<file path="src/rtl/lif_param_loader_pkg.sv">
// lif_param_loader_pkg: FSM encodings, frame field positions and the frame checksum.
package lif_param_loader_pkg;
    localparam logic [2:0] S_IDLE = 3'd0;
    localparam logic [2:0] S_B1   = 3'd1;
    localparam logic [2:0] S_B2   = 3'd2;
    localparam logic [2:0] S_B3   = 3'd3;
    localparam logic [2:0] S_CHK  = 3'd4;
    localparam logic [2:0] S_PEND = 3'd5;
    localparam logic [7:0] HEADER_DEF = 8'hA5;
    localparam int WA_LSB = 5;
    localparam int WB_LSB = 2;
    localparam int LK_LSB = 0;
    function automatic logic [7:0] frame_chk(input logic [7:0] h, b1, b2, b3);
        return h ^ b1 ^ b2 ^ b3;
    endfunction
endpackage

</file>
<file path="src/rtl/lif_param_loader_timeout.sv">
// lif_param_loader_timeout: inter-byte idle counter; expires on the TIMEOUT_CYC-th idle cycle.
module lif_param_loader_timeout #(
    parameter int TO_W        = 8,
    parameter int TIMEOUT_CYC = 255
) (
    input  logic clk,
    input  logic reset_n,
    input  logic i_clr,
    input  logic i_en,
    output logic o_expire
);
    logic [TO_W-1:0] r_cnt;
    assign o_expire = i_en && !i_clr && r_cnt == TO_W'(TIMEOUT_CYC - 1);
    always_ff @(posedge clk or negedge reset_n) begin
        if (!reset_n) r_cnt <= '0;
        else if (i_clr) r_cnt <= '0;
        else if (i_en) r_cnt <= r_cnt + 1'b1;
    end
endmodule

</file>
<file path="src/rtl/lif_param_loader.sv">
// lif_param_loader: validates 5-byte config frames and atomically commits them to the LIF neuron.
module lif_param_loader
    import lif_param_loader_pkg::*;
#(
    parameter logic [7:0] HEADER      = HEADER_DEF,
    parameter int         TIMEOUT_CYC = 255,
    parameter int         TO_W        = 8,
    parameter int         ERR_W       = 4
) (
    input  logic             clk,
    input  logic             reset_n,
    input  logic             cfg_valid,
    input  logic [7:0]       cfg_byte,
    output logic             cfg_ready,
    input  logic             commit_hold,
    output logic [2:0]       weight_a,
    output logic [2:0]       weight_b,
    output logic [1:0]       leak_config,
    output logic [7:0]       threshold_min,
    output logic [7:0]       threshold_max,
    output logic             params_ready,
    output logic             param_update,
    output logic             frame_err,
    output logic [ERR_W-1:0] err_count
);
    logic [2:0]       r_state, w_next;
    logic [7:0]       r_b1, r_min, r_max;
    logic [2:0]       r_wa, r_wb;
    logic [1:0]       r_lk;
    logic [7:0]       r_thr_min, r_thr_max;
    logic             r_ready, r_update, r_err;
    logic [ERR_W-1:0] r_err_cnt;
    logic             w_xfer, w_good, w_commit, w_err, w_expire, w_in_frame;

    assign cfg_ready  = r_state != S_PEND;
    assign w_xfer     = cfg_valid && cfg_ready;
    assign w_in_frame = r_state != S_IDLE && r_state != S_PEND;
    assign w_good     = cfg_byte == frame_chk(HEADER, r_b1, r_min, r_max) && r_min <= r_max;
    assign w_commit   = (r_state == S_CHK && w_xfer && w_good && !commit_hold) ||
                        (r_state == S_PEND && !commit_hold);
    assign w_err      = (r_state == S_CHK && w_xfer && !w_good) || w_expire;

    lif_param_loader_timeout #(.TO_W(TO_W), .TIMEOUT_CYC(TIMEOUT_CYC)) u_timeout (
        .clk     (clk),
        .reset_n (reset_n),
        .i_clr   (w_xfer || !w_in_frame),
        .i_en    (w_in_frame && !w_xfer),
        .o_expire(w_expire)
    );

    always_comb begin
        w_next = r_state;
        if (w_expire) w_next = S_IDLE;
        else case (r_state)
            S_IDLE:  if (w_xfer && cfg_byte == HEADER) w_next = S_B1;
            S_B1:    if (w_xfer) w_next = S_B2;
            S_B2:    if (w_xfer) w_next = S_B3;
            S_B3:    if (w_xfer) w_next = S_CHK;
            S_CHK:   if (w_xfer) w_next = (w_good && commit_hold) ? S_PEND : S_IDLE;
            S_PEND:  if (!commit_hold) w_next = S_IDLE;
            default: w_next = S_IDLE;
        endcase
    end

    always_ff @(posedge clk or negedge reset_n) begin
        if (!reset_n) begin
            r_state <= S_IDLE;
            r_b1    <= '0;
            r_min   <= '0;
            r_max   <= '0;
        end else begin
            r_state <= w_next;
            if (w_xfer && r_state == S_B1) r_b1 <= cfg_byte;
            if (w_xfer && r_state == S_B2) r_min <= cfg_byte;
            if (w_xfer && r_state == S_B3) r_max <= cfg_byte;
        end
    end

    // live set only moves on a commit edge, so the neuron never sees a partial frame
    always_ff @(posedge clk or negedge reset_n) begin
        if (!reset_n) begin
            r_wa      <= '0;
            r_wb      <= '0;
            r_lk      <= '0;
            r_thr_min <= '0;
            r_thr_max <= '0;
            r_ready   <= 1'b0;
            r_update  <= 1'b0;
            r_err     <= 1'b0;
            r_err_cnt <= '0;
        end else begin
            r_update <= w_commit;
            if (w_commit) begin
                r_wa      <= r_b1[WA_LSB +: 3];
                r_wb      <= r_b1[WB_LSB +: 3];
                r_lk      <= r_b1[LK_LSB +: 2];
                r_thr_min <= r_min;
                r_thr_max <= r_max;
                r_ready   <= 1'b1;
                r_err     <= 1'b0;
            end else if (w_err) begin
                r_err <= 1'b1;
                if (r_err_cnt != '1) r_err_cnt <= r_err_cnt + 1'b1;
            end
        end
    end

    assign weight_a      = r_wa;
    assign weight_b      = r_wb;
    assign leak_config   = r_lk;
    assign threshold_min = r_thr_min;
    assign threshold_max = r_thr_max;
    assign params_ready  = r_ready;
    assign param_update  = r_update;
    assign frame_err     = r_err;
    assign err_count     = r_err_cnt;
endmodule
</file>
<file path="config.mk">
export PLATFORM = sky130hd
export DESIGN_NAME = lif_param_loader
export DESIGN_NICKNAME = d
export VERILOG_FILES = /design/src/rtl/lif_param_loader_pkg.sv /design/src/rtl/lif_param_loader_timeout.sv /design/src/rtl/lif_param_loader.sv
export SDC_FILE = /design/constraint.sdc
export NUM_CORES = 1
export LEC_CHECK = 0
export ABC_AREA = 0
export BUFFER_PORTS_ARGS = -buffer_cell sky130_fd_sc_hd__buf_4
export CORE_MARGIN = 2
export CORE_UTILIZATION = 50
export CTS_CLUSTER_DIAMETER = 200
export DETAILED_ROUTE_END_ITERATION = 10
export PLACE_DENSITY = 0.77
export SYNTH_ARGS = -nofsm -noshare
export SYNTH_HDL_FRONTEND = slang
export SYNTH_SLANG_ARGS = --single-unit
</file>
<file path="constraint.sdc">
create_clock -name clk -period 3 [get_ports clk]
set_input_delay 0.6 -clock clk [delete_from_list [all_inputs] [get_ports clk]]
set_output_delay 0.6 -clock clk [all_outputs]
set_load 0.01 [all_outputs]
</file>
==> results of run 1 <==
[sequential cells by signal, indices dropped and copies added, names as in the netlist]
| name | flops |
|---|---|
| threshold_max | 8 |
| threshold_min | 8 |
| weight_b | 3 |
| weight_a | 3 |
| r_b1 | 8 |
| r_min | 8 |
| param_update | 1 |
| r_max | 8 |
| err_count | 4 |
| r_state | 3 |
| params_ready | 1 |
| frame_err | 1 |
| leak_config | 2 |
| u_timeout.r_cnt | 8 |
[per-layer routing]
layer	up-vias	GRT usage, %	share of wire, %
met3	10	3.52	4.5
met5	-	0	0
li1	1095	-	-
met1	1114	27.6	48
met2	57	27.6	45
met4	0	8.52	1.9
[stage by stage]
step                setup slack (ps)  cell area (sq um)
global placement                 478               3770
global route                     395               4000
detailed placement               425               3770
floorplan                        766               3380
CTS                              559               4000
finish                           554               4000
[power by group]
| part | internal (W) | leakage, nW | switching [W] |
|---|---|---|---|
| logic | 0.00103 | 0.923 | 0.000801 |
| registers | 0.00126 | 0.836 | 0.000378 |
| clock network | 0.000492 | 0.109 | 0.000348 |
| total | 0.00279 | 1.87 | 0.00153 |
[cell type report]
cell class	instances	area [sq um]	share of cell area, %
inverter	10	37.5	0.938
sequential	66	1650	41.3
timing repair buffer	47	353	8.82
multi-input combinational	194	1640	40.9
tap	77	96.3	2.41
clock buffer	10	138	3.44
clock inverter	6	88.8	2.22
[layout by cell type (no fill, tap or decap), types with 2 or more instances in the layout]
| cell | count |
|---|---|
| dfrtp_1 | 66 |
| buf_4 | 47 |
| mux2_2 | 30 |
| nor2_1 | 20 |
| xnor2_1 | 20 |
| mux2_4 | 17 |
| xor2_1 | 11 |
| ha_1 | 11 |
| inv_1 | 10 |
| nand2_1 | 10 |
| clkbuf_8 | 10 |
| a21oi_1 | 8 |
| nand3_1 | 7 |
| nor3_1 | 7 |
| and3_1 | 6 |
| o21ai_0 | 4 |
| or3_1 | 4 |
| nand4_1 | 4 |
| nor2b_1 | 3 |
| o211ai_1 | 3 |
| nor4_1 | 3 |
| a211oi_1 | 3 |
| a31oi_1 | 2 |
| nor4bb_1 | 2 |
| nand2b_1 | 2 |
| bufinv_16 | 2 |
| clkinvlp_4 | 2 |
[final timing paths]
| kind | startpoint | end | slack [ps] | depth (start not counted) |
|---|---|---|---|---|
| worst min-delay path | reset_n | threshold_max[7] | 350 | 1 |
| min in group clk | params_ready | params_ready | 480 | 1 |
| max in group asynchronous | reset_n | threshold_max[1] | 2100 | 1 |
| worst max register to register | r_max[7] | leak_config[1] | 550 | 8 |
| worst max-delay path | r_max[7] | leak_config[1] | 550 | 8 |
| worst min register to register | params_ready | params_ready | 480 | 1 |
[cell families after synthesis]
kind of cell | share of synthesized area [%]
muxes | 17.6
DFF | 48.9
and+or+nand+nor | 11.5
adders and majority gates | 4.07
xor gates and xnor gates | 8.04
AOI/OAI and AO/OA | 7.30
buffers and inverters | 2.67
[worst max-delay path, cell delays in order, from the launching register on]
cell     delay, ps
dfrtp_1        410
inv_1           60
ha_1           310
nand4_1        220
a21oi_1        330
o22ai_4        170
a31oi_4        170
buf_4          290
mux2_2         360
==> summary.md, run 1 <==
| Metric | Value |
|---|---|
| Final hold vios | `0` |
| TritonCTS clock tree | `built` |
| Layout cells sized above 1 | `34.2%` |
| H-tree depth | `3` |
| Antenna Violating Nets Remaining | `0` |
| CTS Hold Buffers Added | `0` |
| Setup bufs post-CTS | `0` |
| Gpl congestion | `0.824` |
| Yosys top cell by area | `dfrtp_1` |
| Post-Syn Area | `3380 sq um` |
| Sequential area share after synthesis | `48.9%` |
| Clk root buf | `clkbuf_8` |
| Primary FF master, synth | `dfrtp_1` |
| Endpoint class of the critical path | `register` |
| Post-Layout Cell Count | `between 400 and 500` |
| Unique cell type count in the Yosys netlist | `44` |
| Vias per cell | `between 5 and 6` |
| Diodes inserted | `0` |
| Fin crit period | `2450 ps` |
| Syn Area/Cell | `12.1 sq um` |
| Clock Latency Late Sink | `approximately 340 ps` |
| Setup Skew | `approximately 9 ps` |
| Post-synth top area share | `48.9%` |
| Power, Total | `0.00431 W` |
| WS Path Type | `reg2reg` |
| Status | `finished, final reports clean` |
| Placed cells | `between 300 and 400` |
| Net Count, Synth | `302` |
| CORE AREA | `6460 sq um` |
| Most frequent cell after synthesis | `dfrtp_1` |
| Starting Density | `52.3%` |
| Arrival @ worst endpoint | `2680 ps` |
| Maximum VDD drop | `586 uV` |
| CP max FO | `15` |
| Commonest cells in the netlist | `dfrtp_1, mux2_2, nor2_1, xnor2_1, mux2_4` |
| Reg clk slew, reported paths | `80 ps` |
| Largest net degree at the start of global routing | `67` |
| Clock Sink Count | `66` |
| CP Launch Type | `register` |
| Bufs on Longest Clock Path | `2` |
| Synth area leaders | `dfrtp_1, mux2_2, mux2_4` |
| RSZ-0062 raised after global routing | `no` |
| Syn. warnings | `0` |
| Fin crit share | `around 82%` |
| Final-report setup violation count | `0` |
| Initial drt markers | `72` |
| WL per Instance | `15.6 microns` |
| Total Nets Final | `about 350` |
| Die ar. | `7430 sq um` |
| Worst-Margin Slew | `835 ps` |
| # rows | `29` |
| TritonRoute pass-1 iters | `4` |
| First-pass GRT wire length | `10.8 mm` |
| Asr flop ratio synth | `100%` |
| Boundary pin count | `44` |
| Width of the chip | `86.2 microns` |
| FILL cells | `530` |
| Final Core Density | `roughly three fifths` |
| Fin Setup TNS | `0 ps` |
| Initial antenna violation count | `0` |
| Worst Hold Slack | `349 ps` |
| Cell count after synthesis | `roughly 280` |
| Worst hold-check path type | `in2async` |
| Via count | `approximately 2300` |
| # DRC | `0` |
| Slew Limit Fails | `0` |
| Cts bufs inserted | `9` |
| Final wirelength | `between 6 and 7 mm` |
| GR Overflow Total | `0` |
| Vias in the first global route | `2215` |
| CP required | `3230 ps` |
| Post-synth EDFFs | `0` |
| Die Ht | `between 80 and 90 microns` |
| LEAKAGE | `1.87 nW` |
| I/O Buffers | `43` |
| Post-DP HPWL | `4.54 mm` |
| Area Overhead vs Synth | `18.4%` |
| Post-CTS Resized | `0` |
| Power density cells | `1080 nW/um^2` |
| Relative slew slack | `44.3%` |
| Max cap viols | `0` |
| GRT Util Overall | `18.9%` |
| Peak Freq | `409 MHz` |
| Flops & latches, synth | `66` |
No activity file was read; power rests on OpenSTA's default activity.
==> run 2: changes to the inputs <==
--- a/config.mk
+++ b/config.mk
@@ -5,7 +5,7 @@
 export SDC_FILE = /design/constraint.sdc
 export NUM_CORES = 1
 export LEC_CHECK = 0
-export ABC_AREA = 0
+export ABC_AREA = 1
 export BUFFER_PORTS_ARGS = -buffer_cell sky130_fd_sc_hd__buf_4
 export CORE_MARGIN = 2
 export CORE_UTILIZATION = 50
==> constraint.sdc (replaced) <==
create_clock -name clk -period 2.3 [get_ports clk]
set_input_delay 0.46 -clock clk [delete_from_list [all_inputs] [get_ports clk]]
set_output_delay 0.46 -clock clk [all_outputs]
set_load 0.01 [all_outputs]
==> run 2 against run 1 <==
Compared with the run above:
- largest power group is now registers
- power up 12%
- routed wire length up 13%
- setup slack worse by 330 ps
- die area up 0.53%
- synthesized cell count up 57%
==> summary.md, run 2 <==
| Metric | Value |
|---|---|
| Status | `finished, final reports clean` |
| Post-Layout Cell Count | `about 570` |
| Net Count, Synth | `460` |
| Fin Setup TNS | `0 ps` |
| Starting Density | `50.8%` |
| # rows | `30` |
| Worst hold-check path type | `in2async` |
| Flops & latches, synth | `66` |
| Gpl congestion | `0.853` |
| Clock Sink Count | `66` |
| CP max FO | `15` |
| Area Overhead vs Synth | `16.5%` |
| FILL cells | `628` |
| Critical path's largest stage delay | `450 ps` |
| Most frequent cell after synthesis | `nand2_1` |
| Final wirelength | `~7.2 mm` |
| Post-DP HPWL | `5.12 mm` |
| Bufs on Longest Clock Path | `2` |
| Relative slew slack | `roughly 46%` |
| Sequential area share after synthesis | `48.6%` |
| Reg clk slew, reported paths | `70 ps` |
| Unique cell type count in the Yosys netlist | `25` |
| Setup Skew | `5.90 ps` |
| Worst Hold Slack | `209 ps` |
| Post-Syn Area | `roughly 3400 sq um` |
| GRT Util Overall | `between 20% and 30%` |
| Crit path from | `r_max[7]` |
| Vias in the first global route | `around 2600` |
| WL per Instance | `12.7 microns` |
| Layout cells sized above 1 | `13.5%` |
| Worst-Margin Slew | `808 ps` |
| Boundary pin count | `44` |
| Max cap viols | `0` |
| Final hold vios | `0` |
| Post-synth EDFFs | `0` |
| First-pass GRT wire length | `12.3 mm` |
| CTS Hold Buffers Added | `0` |
| Arrival @ worst endpoint | `2350 ps` |
| CP dominant cell by count | `nand2_1` |
| Cell Area, Placed | `3780 sq um` |
| # DRC | `0` |
| Yosys top cell by area | `dfrtp_1` |
| Post-synth top area share | `between 40% and 50%` |
| RSZ-0062 raised after global routing | `no` |
| CORE AREA | `between 6000 and 7000 sq um` |
| Die ar. | `7470 sq um` |
| Slew Limit Fails | `0` |
| Asr flop ratio synth | `100%` |
| CP Buf/Inv Count | `2` |
| LEAKAGE | `around 2.2 nW` |
| GR Overflow Total | `0` |
| Fin crit share | `90.2%` |
| Antenna Violating Nets Remaining | `0` |
| TritonCTS clock tree | `built` |
| Final instance area | `just under 4000 sq um` |
| Peak Freq | `482 MHz` |
| Endpoint class of the critical path | `register` |
| Setup bufs post-CTS | `0` |
| R2R Path Start | `r_max[7]` |
| Syn. warnings | `0` |
| Commonest cells in the netlist | `nand2_1, dfrtp_1, inv_1` |
| Vias per cell | `5.03` |
| Largest delay share family, worst path | `simple AND/OR/NAND/NOR gates` |
| WS Path Type | `reg2reg` |
| CP Launch Type | `register` |
| CP cell instances | `inv_1 -> ha_1 -> a21oi_1 -> o21a_1 -> nand2_1 -> nand2_1 -> nand4_2 -> nand2_4 -> buf_4 -> nand3_1 -> nand2_1` |
| Largest net degree at the start of global routing | `67` |
| Crit-path slowest cell | `dfrtp_1` |
| I/O Buffers | `between 40 and 50` |
| Die Ht | `just under 90 microns` |
| Via count | `2859` |
| Placed cells | `553` |
| Most common cell after layout, fill and taps aside | `nand2_1` |
| Power density cells | `1220 nW/um^2` |
| Synth area leaders | `dfrtp_1, nand2_1, inv_1` |
| Width of the chip | `86.4 microns` |
| Cell count after synthesis | `437` |
| Fin crit period | `2070 ps` |
| Post-CTS Resized | `0` |
| Clk root buf | `clkbuf_8` |
| TritonRoute pass-1 iters | `4` |
| H-tree depth | `3` |
| Cts bufs inserted | `9` |
| Initial drt markers | `128` |
| Power, Total | `0.00483 W` |
| Diodes inserted | `0` |
| Final-report setup violation count | `0` |
| Primary FF master, synth | `dfrtp_1` |
| Clock Latency Late Sink | `~340 ps` |
| CP required | `2580 ps` |
| Initial antenna violation count | `0` |
| Total Nets Final | `507` |
| Most frequent cells in the layout | `nand2_1, dfrtp_1, inv_1, buf_4, nand3_1` |
| Syn Area/Cell | `7.77 sq um` |
| Maximum VDD drop | `559 uV` |
==> run 2: report_power, final <==
| group | internal (W) | switching (W) |
|---|---|---|
| Clock | 0.000439 | 0.000430 |
| Sequential | 0.00156 | 0.000418 |
| Combinational | 0.000849 | 0.00113 |
==> run 2: layout make-up <==
type	count	area (sq um)	share of cell area [%]
Inverter	54	203	5.12
Clock inverter	3	15.0	0.379
Clock buffer	12	155	3.92
Sequential cell	66	1650	41.7
Multi-Input combinational cell	308	1500	37.8
Tap cell	80	100	2.53
Timing Repair Buffer	45	338	8.54
==> run 2: cells by family (layout without fill, tap and decap cells) <==
family	count (synthesis)	count (layout)	share of synthesized area (%)
buffers and inverters	63	114	7.62
adders and majority gates	11	11	4.05
and+or+nand+nor	243	243	29.9
AOI/OAI and AO/OA	40	40	6.15
DFF	66	66	48.6
xor gates and xnor gates	14	14	3.61
==> run 2: worst paths after layout <==
check | endpoint | slack (ps) | cells past startpoint
setup / recovery | threshold_min[6] | 230 | 11
hold / removal | threshold_min[6] | 210 | 1
setup reg to reg | threshold_min[6] | 230 | 11
hold reg to reg | params_ready | 460 | 2
max in group asynchronous | frame_err | 1560 | 1
min in group clk | r_min[7] | 450 | 3
==> run 2: stage by stage <==
stage          util (%)  setup slack, ps
3_5_place_dp       56.6              213
6_report           59.2              226
3_3_place_gp       56.6              285
4_1_cts            59.1              191
5_1_grt            59.2             36.7
2_1_floorplan         -              530
==> run 2: worst register-to-register path, cell delays in order, from the launching register on <==
cell,delay [ps]
dfrtp_1,450
inv_1,70
ha_1,290
a21oi_1,150
o21a_1,150
nand2_1,50
nand2_1,110
nand4_2,130
nand2_4,200
buf_4,220
nand3_1,100
nand2_1,90
==> run 2: metal layers <==
layer	vias to the layer above	GRT usage (%)	share of wire, %
li1	1463	-	-
met1	1323	29.3	46
met2	64	32.3	48
met3	9	4.95	4.9
met4	0	9.38	1.2
met5	-	0	0
==> run 3: changes to the inputs <==
--- a/config.mk
+++ b/config.mk
@@ -10,8 +10,10 @@
 export CORE_MARGIN = 2
 export CORE_UTILIZATION = 50
 export CTS_CLUSTER_DIAMETER = 200
+export CTS_CLUSTER_SIZE = 28
 export DETAILED_ROUTE_END_ITERATION = 10
 export PLACE_DENSITY = 0.77
+export RECOVER_POWER = 100
 export SYNTH_ARGS = -nofsm -noshare
 export SYNTH_HDL_FRONTEND = slang
 export SYNTH_SLANG_ARGS = --single-unit
==> constraint.sdc (replaced) <==
create_clock -name clk -period 2.2 [get_ports clk]
set_input_delay 0.44 -clock clk [delete_from_list [all_inputs] [get_ports clk]]
set_output_delay 0.44 -clock clk [all_outputs]
set_load 0.01 [all_outputs]
==> run 3 against run 2 <==
Compared with the run above:
- sequential share of layout area increased by 0.96 points
- setup slack got worse by 71 ps
- the run now ends with max-capacitance violations, max-slew violations left
- sequential power increased by 4%
- count of clock-buffer cells in the layout increased by 1
- clock skew increased by 1.5 ps
- clock power increased by 11%
- critical path type unchanged
- sequential cell count unchanged
- final cell count increased by 0.70%
- cell area decreased by 2.2%
- combinational power about the same
- critical path depth unchanged
==> summary.md, run 3 (synthesis gave the netlist of run 2 again) <==
| Metric | Value |
|---|---|
| FF-to-FF path depth | `11` |
| I/O Buffers | `between 40 and 50` |
| Clock Latency Late Sink | `340 ps` |
| H-tree depth | `3` |
| GRT Util Overall | `20.6%` |
| Via count | `2878` |
| DR WL met3 | `399 microns` |
| Most common cell after layout, fill and taps aside | `nand2_1` |
| CP Launch Type | `register` |
| Bufs on Longest Clock Path | `2` |
| Endpoint class of the critical path | `register` |
| CP Buf/Inv Count | `2` |
| Final instance area | `3870 sq um` |
| Width of the chip | `around 86 microns` |
| Power density cells | `1290 nW/um^2` |
| TritonCTS clock tree | `built` |
| Power, Total | `0.00497 W` |
| Fin crit period | `2050 ps` |
| Boundary pin count | `44` |
| Clock Sink Count | `66` |
| Worst hold path depth | `3` |
| Relative slew slack | `-7.66%` |
| Hold_sp | `cfg_byte[4]` |
| WL per Instance | `between 10 and 15 microns` |
| Top Layer Used | `met4` |
| Maximum VDD drop | `approximately 500 uV` |
| # rows | `30` |
| Vias in the first global route | `2640` |
| Vias per cell | `between 5 and 6` |
| Die Ht | `between 80 and 90 microns` |
| Cell Area, Placed | `3790 sq um` |
| Worst hold-check path type | `in2reg` |
| Starting Density | `50.8%` |
| TritonRoute pass-1 iters | `4` |
| Largest delay share family, worst path | `simple AND/OR/NAND/NOR gates` |
| Initial antenna violation count | `0` |
| Die ar. | `between 7000 and 8000 sq um` |
| Status | `finished, violations left` |
| Slew Limit Fails | `67` |
| Initial drt markers | `roughly 130` |
| Failing checks | `max-capacitance violations, max-slew violations` |
| R2R Path Start | `r_max[7]` |
| Most frequent cells in the layout | `nand2_1, dfrtp_1, inv_1, nand3_1, clkbuf_1` |
| Setup Skew | `roughly 7.4 ps` |
| Final hold vios | `0` |
| Met2 WL post-DR | `between 3 and 4 mm` |
| GR Overflow Total | `0` |
| Final-report setup violation count | `0` |
| Setup WS pre-CTS | `94.0 ps` |
| CP max FO | `11` |
| CP cell instances | `inv_1 -> ha_1 -> nand2_1 -> nor2_1 -> nand4_1 -> nand2_1 -> nand4_2 -> nand2_4 -> buf_4 -> nand3_1 -> nand2_1` |
| Diodes inserted | `0` |
| Final Core Density | `57.9%` |
| Metal-1 WL | `~3.4 mm` |
| Peak Freq | `489 MHz` |
| CP dominant cell by count | `nand2_1` |
| Largest net degree at the start of global routing | `67` |
| Worst-Margin Slew | `1610 ps` |
| Layout cells sized above 1 | `7.32%` |
| Arrival @ worst endpoint | `2330 ps` |
| Fin crit share | `93.0%` |
| CP required | `around 2500 ps` |
| WS Path Type | `reg2reg` |
| Area Overhead vs Synth | `13.9%` |
| Gpl congestion | `0.841` |
| Crit-path slowest cell | `dfrtp_1` |
| Crit. path cell count | `11` |
| Crit path from | `r_max[7]` |
| CORE AREA | `6680 sq um` |
| LEAKAGE | `between 2 and 2.5 nW` |
| Post-DP HPWL | `5.20 mm` |
| Cts bufs inserted | `9` |
| Critical path's largest stage delay | `430 ps` |
| First-pass GRT wire length | `12.0 mm` |
| CTS Hold Buffers Added | `0` |
| Clk root buf | `clkbuf_8` |
| Setup slack after layout | `154 ps` |
| Worst Hold Slack | `approximately 440 ps` |
| # DRC | `0` |
| Antenna Violating Nets Remaining | `0` |
| Reg clk slew, reported paths | `70 ps` |
| Total Nets Final | `510` |
| Final wirelength | `7.27 mm` |
| Max cap viols | `1` |
==> run 3: cell count changes in the layout (fill, tap and decap cells not counted), sizes merged <==
cell / before / now
bufinv: 0 / 1
buf: 45 / 15
clkbuf: 12 / 46
clkinv: 3 / 2
==> run 3: routing by layer <==
metal  vias up  global-route usage (%)
met5         -                       0
met4         0                    6.82
met3         9                    4.76
met2        64                    31.7
met1      1334                    28.9
li1       1471                       -
==> run 3: tightest hold or removal path, stage by stage <==
cell and delay (ps):
buf_4 80, inv_1 60, o21ai_0 150
==> run 3: timing repair <==
item | 4_1_cts | 5_1_grt
resized for setup | 0 | 2
setup buffers | 0 | 2
endpoints found under the setup margin | 0 | 27
==> run 3: cell type report <==
cell class	count	area, sq um
Inverter	54	203
Fill cell	643	2810
Clock buffer	13	139
Timing Repair Buffer	48	238
Multi-Input combinational cell	308	1500
Sequential cell	66	1650
Tap cell	80	100
Clock inverter	3	40.0
==> run 3: worst paths after layout <==
path                       slack, ps                  to
setup / recovery                 150    threshold_max[1]
hold / removal                   440            r_max[4]
setup reg to reg                 150    threshold_max[1]
hold reg to reg                  460        params_ready
max in group asynchronous        730  u_timeout.r_cnt[4]
min in group asynchronous        490    threshold_min[6]
==> run 3: where the power goes <==
group / switching (W) / total [W] / internal (W)
registers: 0.000419 / 0.00205 / 0.00163
clock network: 0.000440 / 0.000962 / 0.000522
logic: 0.00121 / 0.00196 / 0.000751
total: 0.00207 / 0.00497 / 0.00291
==> run 3: stage by stage <==
| stage | cells | TNS, ps |
|---|---|---|
| 2_1_floorplan | 437 | 0 |
| 3_3_place_gp | 554 | 0 |
| 3_5_place_dp | 554 | 0 |
| 4_1_cts | 570 | 0 |
| 5_1_grt | 572 | -1.25 |
| 6_report | 572 | 0 |
